[src/rtl/unidade_logica_mc.sv]
// unidade_logica_mc: multi-cycle bitwise logic unit (AND/OR/XOR/NOR).
// Processes LANE bits of the latched operands per clock and presents the
// full result, the zero flag and a one-cycle done pulse under the usual
// start/busy/done handshake of the multicycle datapath.
module unidade_logica_mc #(
  parameter int WIDTH = 32,
  parameter int LANE  = 8
) (
  input  logic             clk,
  input  logic             reset,
  input  logic             start,
  input  logic [1:0]       op,
  input  logic [WIDTH-1:0] entrada_1,
  input  logic [WIDTH-1:0] entrada_2,
  output logic [WIDTH-1:0] saida,
  output logic             zero,
  output logic             busy,
  output logic             done
);

  localparam int N  = WIDTH / LANE;
  localparam int CW = (N > 1) ? $clog2(N) : 1;
  localparam logic [CW-1:0] LAST = CW'(N - 1);

  typedef enum logic [1:0] {
    IDLE = 2'd0,
    CALC = 2'd1,
    DONE = 2'd2
  } state_t;

  state_t           state_q;
  logic [1:0]       opSel_q;
  logic [WIDTH-1:0] opA_q;
  logic [WIDTH-1:0] opB_q;
  logic [WIDTH-1:0] acc_q;
  logic [WIDTH-1:0] saida_q;
  logic             zero_q;
  logic             busy_q;
  logic             done_q;
  logic [CW-1:0]    cnt_q;

  logic [LANE-1:0]  laneA;
  logic [LANE-1:0]  laneB;
  logic [LANE-1:0]  lane_d;
  logic [WIDTH-1:0] result_d;

  // Current lane of both operands, its logic result, and the full result
  // formed by merging that lane into the accumulator.
  always_comb begin
    laneA    = opA_q[int'(cnt_q)*LANE +: LANE];
    laneB    = opB_q[int'(cnt_q)*LANE +: LANE];
    lane_d   = '0;
    case (opSel_q)
      2'b00:   lane_d = laneA & laneB;
      2'b01:   lane_d = laneA | laneB;
      2'b10:   lane_d = laneA ^ laneB;
      default: lane_d = ~(laneA | laneB);
    endcase
    result_d = acc_q;
    result_d[int'(cnt_q)*LANE +: LANE] = lane_d;
  end

  // Control FSM with registered outputs; reset discards any running operation.
  always_ff @(posedge clk) begin
    if (reset) begin
      state_q <= IDLE;
      opSel_q <= 2'b00;
      opA_q   <= '0;
      opB_q   <= '0;
      acc_q   <= '0;
      saida_q <= '0;
      zero_q  <= 1'b1;
      busy_q  <= 1'b0;
      done_q  <= 1'b0;
      cnt_q   <= '0;
    end else begin
      case (state_q)
        IDLE: begin
          done_q <= 1'b0;
          if (start) begin
            opSel_q <= op;
            opA_q   <= entrada_1;
            opB_q   <= entrada_2;
            cnt_q   <= '0;
            busy_q  <= 1'b1;
            state_q <= CALC;
          end
        end
        CALC: begin
          acc_q[int'(cnt_q)*LANE +: LANE] <= lane_d;
          if (cnt_q == LAST) begin
            saida_q <= result_d;
            zero_q  <= (result_d == '0);
            done_q  <= 1'b1;
            cnt_q   <= '0;
            state_q <= DONE;
          end else begin
            cnt_q <= cnt_q + 1'b1;
          end
        end
        DONE: begin
          done_q  <= 1'b0;
          busy_q  <= 1'b0;
          state_q <= IDLE;
        end
        default: begin
          done_q  <= 1'b0;
          busy_q  <= 1'b0;
          state_q <= IDLE;
        end
      endcase
    end
  end

  assign saida = saida_q;
  assign zero  = zero_q;
  assign busy  = busy_q;
  assign done  = done_q;

endmodule
[config.mk]
export PLATFORM = sky130hd
export DESIGN_NAME = unidade_logica_mc
export DESIGN_NICKNAME = d
export VERILOG_FILES = /design/src/rtl/unidade_logica_mc.sv
export SDC_FILE = /design/constraint.sdc
export NUM_CORES = 1
export LEC_CHECK = 0
export CORE_ASPECT_RATIO = 1.25
export CORE_MARGIN = 4
export CORE_UTILIZATION = 30
export CTS_CLUSTER_SIZE = 16
export DETAILED_ROUTE_END_ITERATION = 6
export GPL_TIMING_DRIVEN = 0
export SLEW_MARGIN = 10
export SYNTH_ARGS = -nofsm -noshare
export SYNTH_HDL_FRONTEND = slang
export SYNTH_SLANG_ARGS = --single-unit
[constraint.sdc]
create_clock -name clk -period 3.44 [get_ports clk]
set_input_delay 0.516 -clock clk [delete_from_list [all_inputs] [get_ports clk]]
set_output_delay 0.516 -clock clk [all_outputs]
set_load 0.02 [all_outputs]
Yosys cells after proc, flatten, opt, wreduce, memory -nomap -nowiden
Index checks and enable logic that the tools add are counted.

cells by class
  $add $sub $neg = 2
  $mul = 0
  div/mod/pow operators = 0
  magnitude comparators = 0
  equality and inequality tests = 6
  shifts and indexed selects = 4
  multiplexer cells = 10
  bitwise operators = 5
  reduce and logical (&&, ||, !) cells = 10

operators with widths
  operator                 number
  $shiftx 32x6->8          2
  $neg 5->33               1
  $shift 8x33->32 const A  1
  $shiftx 8x33->32         1
  $bwmux 32                1
  $logic_not 32->1         1
  $pmux 8 s3               1
  $reduce_and 2->1         5
  $and 8x8->8              1
  $mux 2                   4
  $not 8->8                1
  $or 8x8->8               1
  $pmux 2 s2               2
  $xor 8x8->8              1
  $eq 2x1->1 const B       2
  $eq 2x2->1 const B       2
  $logic_not 2->1          2
  $ne 2x2->1 const B       2
  $add 2x1->2 const B      1
  $pmux 1 s2               1
  $reduce_bool 2->1        1
  $reduce_or 2->1          1
  $mux 1                   1
  $not 1->1                1

word-level totals
  flip-flop bits (word level) = 137
  bits in latches = 0
  memory bits (writable) = 0
  bits in read-only memories = 0
  word-level logic and storage cells = 47
  memories kept = 0

Logic depth before layout (Yosys ltp)
Gate-level depths: netlist (run 1).

  depth after elaboration = 7
  gate-level depth with buffers = 12
  depth with buffers taken out = 10

Least setup slack after synthesis (run 1)
No wires, ideal clock.

  path kind = reg-to-reg
  from = reg cnt_q[0]
  to = reg zero_q (netlist: zero)
  library setup time = 0.059 ns
  arrival time = 3.382 ns
  required time = 3.381 ns
  setup slack = -0.001 ns
  cell stages (with the launch flop) = 13
  path buffers = 2
  clock period less this slack = 3.441 ns
  cell sequence = dfxtp_1 -> buf_2 -> buf_2 -> mux4_2 -> inv_1 -> ha_1 -> mux2_4 -> nand2_2 -> o21ai_2 -> or4_4 -> o31a_1 -> a2111oi_2 -> a221o_1

between the ends
  cells in the longest elaborated chain, start to end = 7
  elaborated cells on any way between the ends = 14

ends and longest elaborated chain
  what                                       RTL line  RTL
  from (decl)                                40        logic [CW-1:0] cnt_q;
  from (signal assigned)                     98        cnt_q <= cnt_q + 1'b1;
  $shiftx 32x6->8, on equally long branches  50, 51
  $or 8x8->8                                 55, 57
  $not 8->8                                  57        default: lane_d = ~(laneA | laneB);
  $pmux 8 s3                                 53        case (opSel_q)
  $shiftx 8x33->32                           60        result_d[int'(cnt_q)*LANE +: LANE] = lane_d;
  $bwmux 32                                  60
  $logic_not 32->1                           93        zero_q <= (result_d == '0);
  to (signal assigned)                       93
  to (decl)                                  37        logic zero_q;

Several ways; a longest one is shown, not always the timed one.
A chain may end at the register's enable or synchronous reset.

Worst setup path after layout (run 1)
Ends and elaborated chain as after synthesis.

==> results.md, run 1 <==
* Run status: finished clean
* Layout Skew at 0.0118 ns
* GR Overflow Total at 0
* Root buf cell: clkbuf_16
* Initial antenna violation count at 0
* Type of destination of the critical path: flip-flop
* IO buf count at 102
* First-pass GRT wire length at 29,300 µm
* WP data arrival at 3.73 ns
* Max Fclk at 298 MHz
* Hold_buf cts at 0
* Top post-synthesis cells by count: nand2_1 (153), dfxtp_1 (137), a21oi_1 (85)
* Max Root-Sink Buffers at 2
* Tot GR Track Use at 0.165
* Synth top area cells: dfxtp_1 (45%), nand2_1 (9.4%), a211oi_1 (7.2%)
* Ys async rst share at 0
* Worst skew pair latency at 0.43 ns
* Unrepaired setup endpoints after global routing: no
* Synth area leader: dfxtp_1
* Worst Hold Class: flip-flop to flip-flop
* Final layout net count at 930
* Most common cell in the netlist: nand2_1
* Worst VDD drop at 364 µV
* Reg2Reg Setup Slack at 0.08 ns
* Post-route core utilization at 0.403
* WP buf/inv at 3
* Worst hold path cell count at 2
* FF+latch count, synth at 137
* Vias per cell at between 4 and 5
* Worst r2r path cells at 12
* Post-synthesis sequential area ratio at 0.450
* Largest net degree at the start of global routing at 17
* Setup bufs post-CTS at 0
* CP delay by family, top: multiplexers
* Slowest cell on crit path: mux4_2
* CTS tree: built
* Post-synthesis cell type count at 43
* Dpl hpwl at 13,700 µm
* Pre-antenna DRT Iters at 5
* Max incr delay on CP at approximately 0.56 ns
* Die Ht at 167 µm
* Yosys warning count at 0
* CP most frequent cell: buf_12
* Max FO, Critical Path at 10
* Worst Setup Path Type: flip-flop to flip-flop
* Final setup fails at 0
* Synthesized cell area at 0.00609 mm²
* Initial DRC Count at between 300 and 400
* Diodes inserted at 0
* Clock-pin slew on the worst setup and hold paths at ~0.060 ns
* Final period utilization at 0.976
* Worst-path cell chain: buf_12 -> buf_12 -> mux4_2 -> inv_1 -> ha_1 -> mux2_4 -> nand2_2 -> o21ai_4 -> or4_4 -> o31a_1 -> a2111oi_2 -> a221o_1
* Routability cong. at 0.836
* Least-Margin Pin Slew at between 0.9 and 1 ns
* H-Tree Depth at 4
* Sink Count at 137
* Post-Route WL at 18,400 µm
* Remaining DRCs at 0
* DP Cell Count at 1,090
* Pwr per Cell Area at ~500 mW/mm²
* Rel. slew slack at 0.344
* Synth top area share at 0.450
* Leakage at roughly 2.8 nW
* Share of post-route cells with drive strength above 1 at 0.0787
* Post-synth top flop: dfxtp_1
* Final Hold Violating Endpoints at 0
* Vias in the first global route at roughly 5,500
* Overall power at 4.09 mW
* CP required at 3.81 ns
* Crit start category: flip-flop
* Vias at 5,472
* Number of top-level pins at between 100 and 150
* Post-DRT Antenna Nets at 0
* Mapped Cells at 718
* Full die area at 0.0227 mm²
* Syn_area_per_cell at 8.48 µm²
* Number of flops mapped to enable cells by yosys at 0
* Min Tclk post-route at about 3.4 ns
* Starting Density at 0.304
* Wire per inst at between 15 and 20 µm
* Core area at 0.0200 mm²
* Post-Layout Cell Count at 1,121
* Critical Path Stages at 12
* Cell Rows at 58
* Max-slew violation count at 0
* Die W at 135 µm
* Area growth, synth to finish at 32.5%
* Post-synth net total at 809
* Max-cap violations at 0
* CTS buffer count at 17
-- logic make-up after synthesis --
| group | synth area share |
|---|---|
| buffers and inverters | 0.0497 |
| adder cells (fa/ha/maj) | 0.0452 |
| multiplexers | 0.0740 |
| AND/OR/NAND/NOR | 0.181 |
| flip-flops | 0.450 |
| AO/OA/AOI/OAI | 0.200 |
-- placed cells by master (no fill, tap or decap), types with 2 or more instances in the layout --
cell type and count:
nor3_1 12, clkinv_2 3, inv_1 20, nand2_1 153, o21ai_1 11, o21ai_0 2
dfxtp_1 136, a22oi_1 20, nor2_1 75, clkbuf_16 17, mux2_1 2, inv_2 2
o21bai_1 2, a21oi_1 85, a221oi_1 3, buf_12 2, buf_1 5, clkinvlp_4 3
a211oi_1 58, a32oi_1 3, buf_2 3, clkdlybuf4s50_1 102, nor2b_1 10, nand4_1 2
nor4_1 4, ha_1 22, nand3_1 2, mux4_2 16, mux2_2 2, clkinv_4 2
mux2_4 3, bufinv_16 2, clkbuf_1 44, buf_6 2
-- sequential cells by signal, indices dropped and copies added (netlist names) --
signal,flops
opB_q,32
acc_q,32
state_q,2
zero,1
saida,32
opSel_q,2
done,1
cnt_q,2
opA_q,32
busy,1
-- tightest hold or removal path: stages, from the launching register on --
cell and delay (ns):
dfxtp_1 0.31, nand2_1 0.05, a21oi_1 0.05
-- metrics by stage --
step | hold slack (ns) | setup slack, ns | area [µm²] | setup TNS (ns)
3_5_place_dp | 0.445 | -0.599 | 7450 | -2.86
4_1_cts | 0.452 | 0.0000830 | 8050 | 0
6_report | 0.452 | 0.0821 | 8070 | 0
3_3_place_gp | 0.440 | -0.598 | 7450 | -2.18
2_1_floorplan | 0.433 | 0.0832 | 6090 | 0
5_1_grt | 0.470 | 0.0222 | 8070 | 0
-- layout make-up --
| type | instances | area, µm² |
|---|---|---|
| buffer | 55 | 262 |
| clock buffer | 20 | 447 |
| clock inverter | 11 | 124 |
| fill | 2102 | 12000 |
| inverter | 22 | 82.6 |
| multi-input combinational | 504 | 3050 |
| sequential | 137 | 2750 |
| tap | 270 | 338 |
| timing repair buffer | 102 | 1020 |
-- report_power, final --
part | switching [mW] | total [mW] | leakage, nW | internal, mW
logic | 0.334 | 0.589 | 1.41 | 0.255
clock network | 0.699 | 1.78 | 0.272 | 1.08
registers | 0.0486 | 1.72 | 1.12 | 1.67
total | 1.08 | 4.09 | 2.81 | 3.00
-- per-layer routing --
layer | global-route usage | vias to the layer above | share of wire
met5 | 0 | - | 0
li1 | - | 2747 | -
met3 | 0.0373 | 26 | 0.055
met2 | 0.286 | 155 | 0.51
met4 | 0.0609 | 0 | 0.021
met1 | 0.200 | 2544 | 0.42
-- what timing repair did --
item                       CTS  global route
resized for setup           10             6
setup endpoints to repair   48             1
cloned                       0             0
-- worst paths after layout --
| path | start | to |
|---|---|---|
| min reg2reg | opA_q[28] | opA_q[28] |
| max | cnt_q[0] | zero |
| min | opA_q[28] | opA_q[28] |
| max reg2reg | cnt_q[0] | zero |
(Power assumes the default switching activity.)
==> run 2, diff against run 1 <==
SLEW_MARGIN = 20   (was 10)
==> results of run 2 <==
No change in the layout: final DEF, timing and power equal those of run 1.
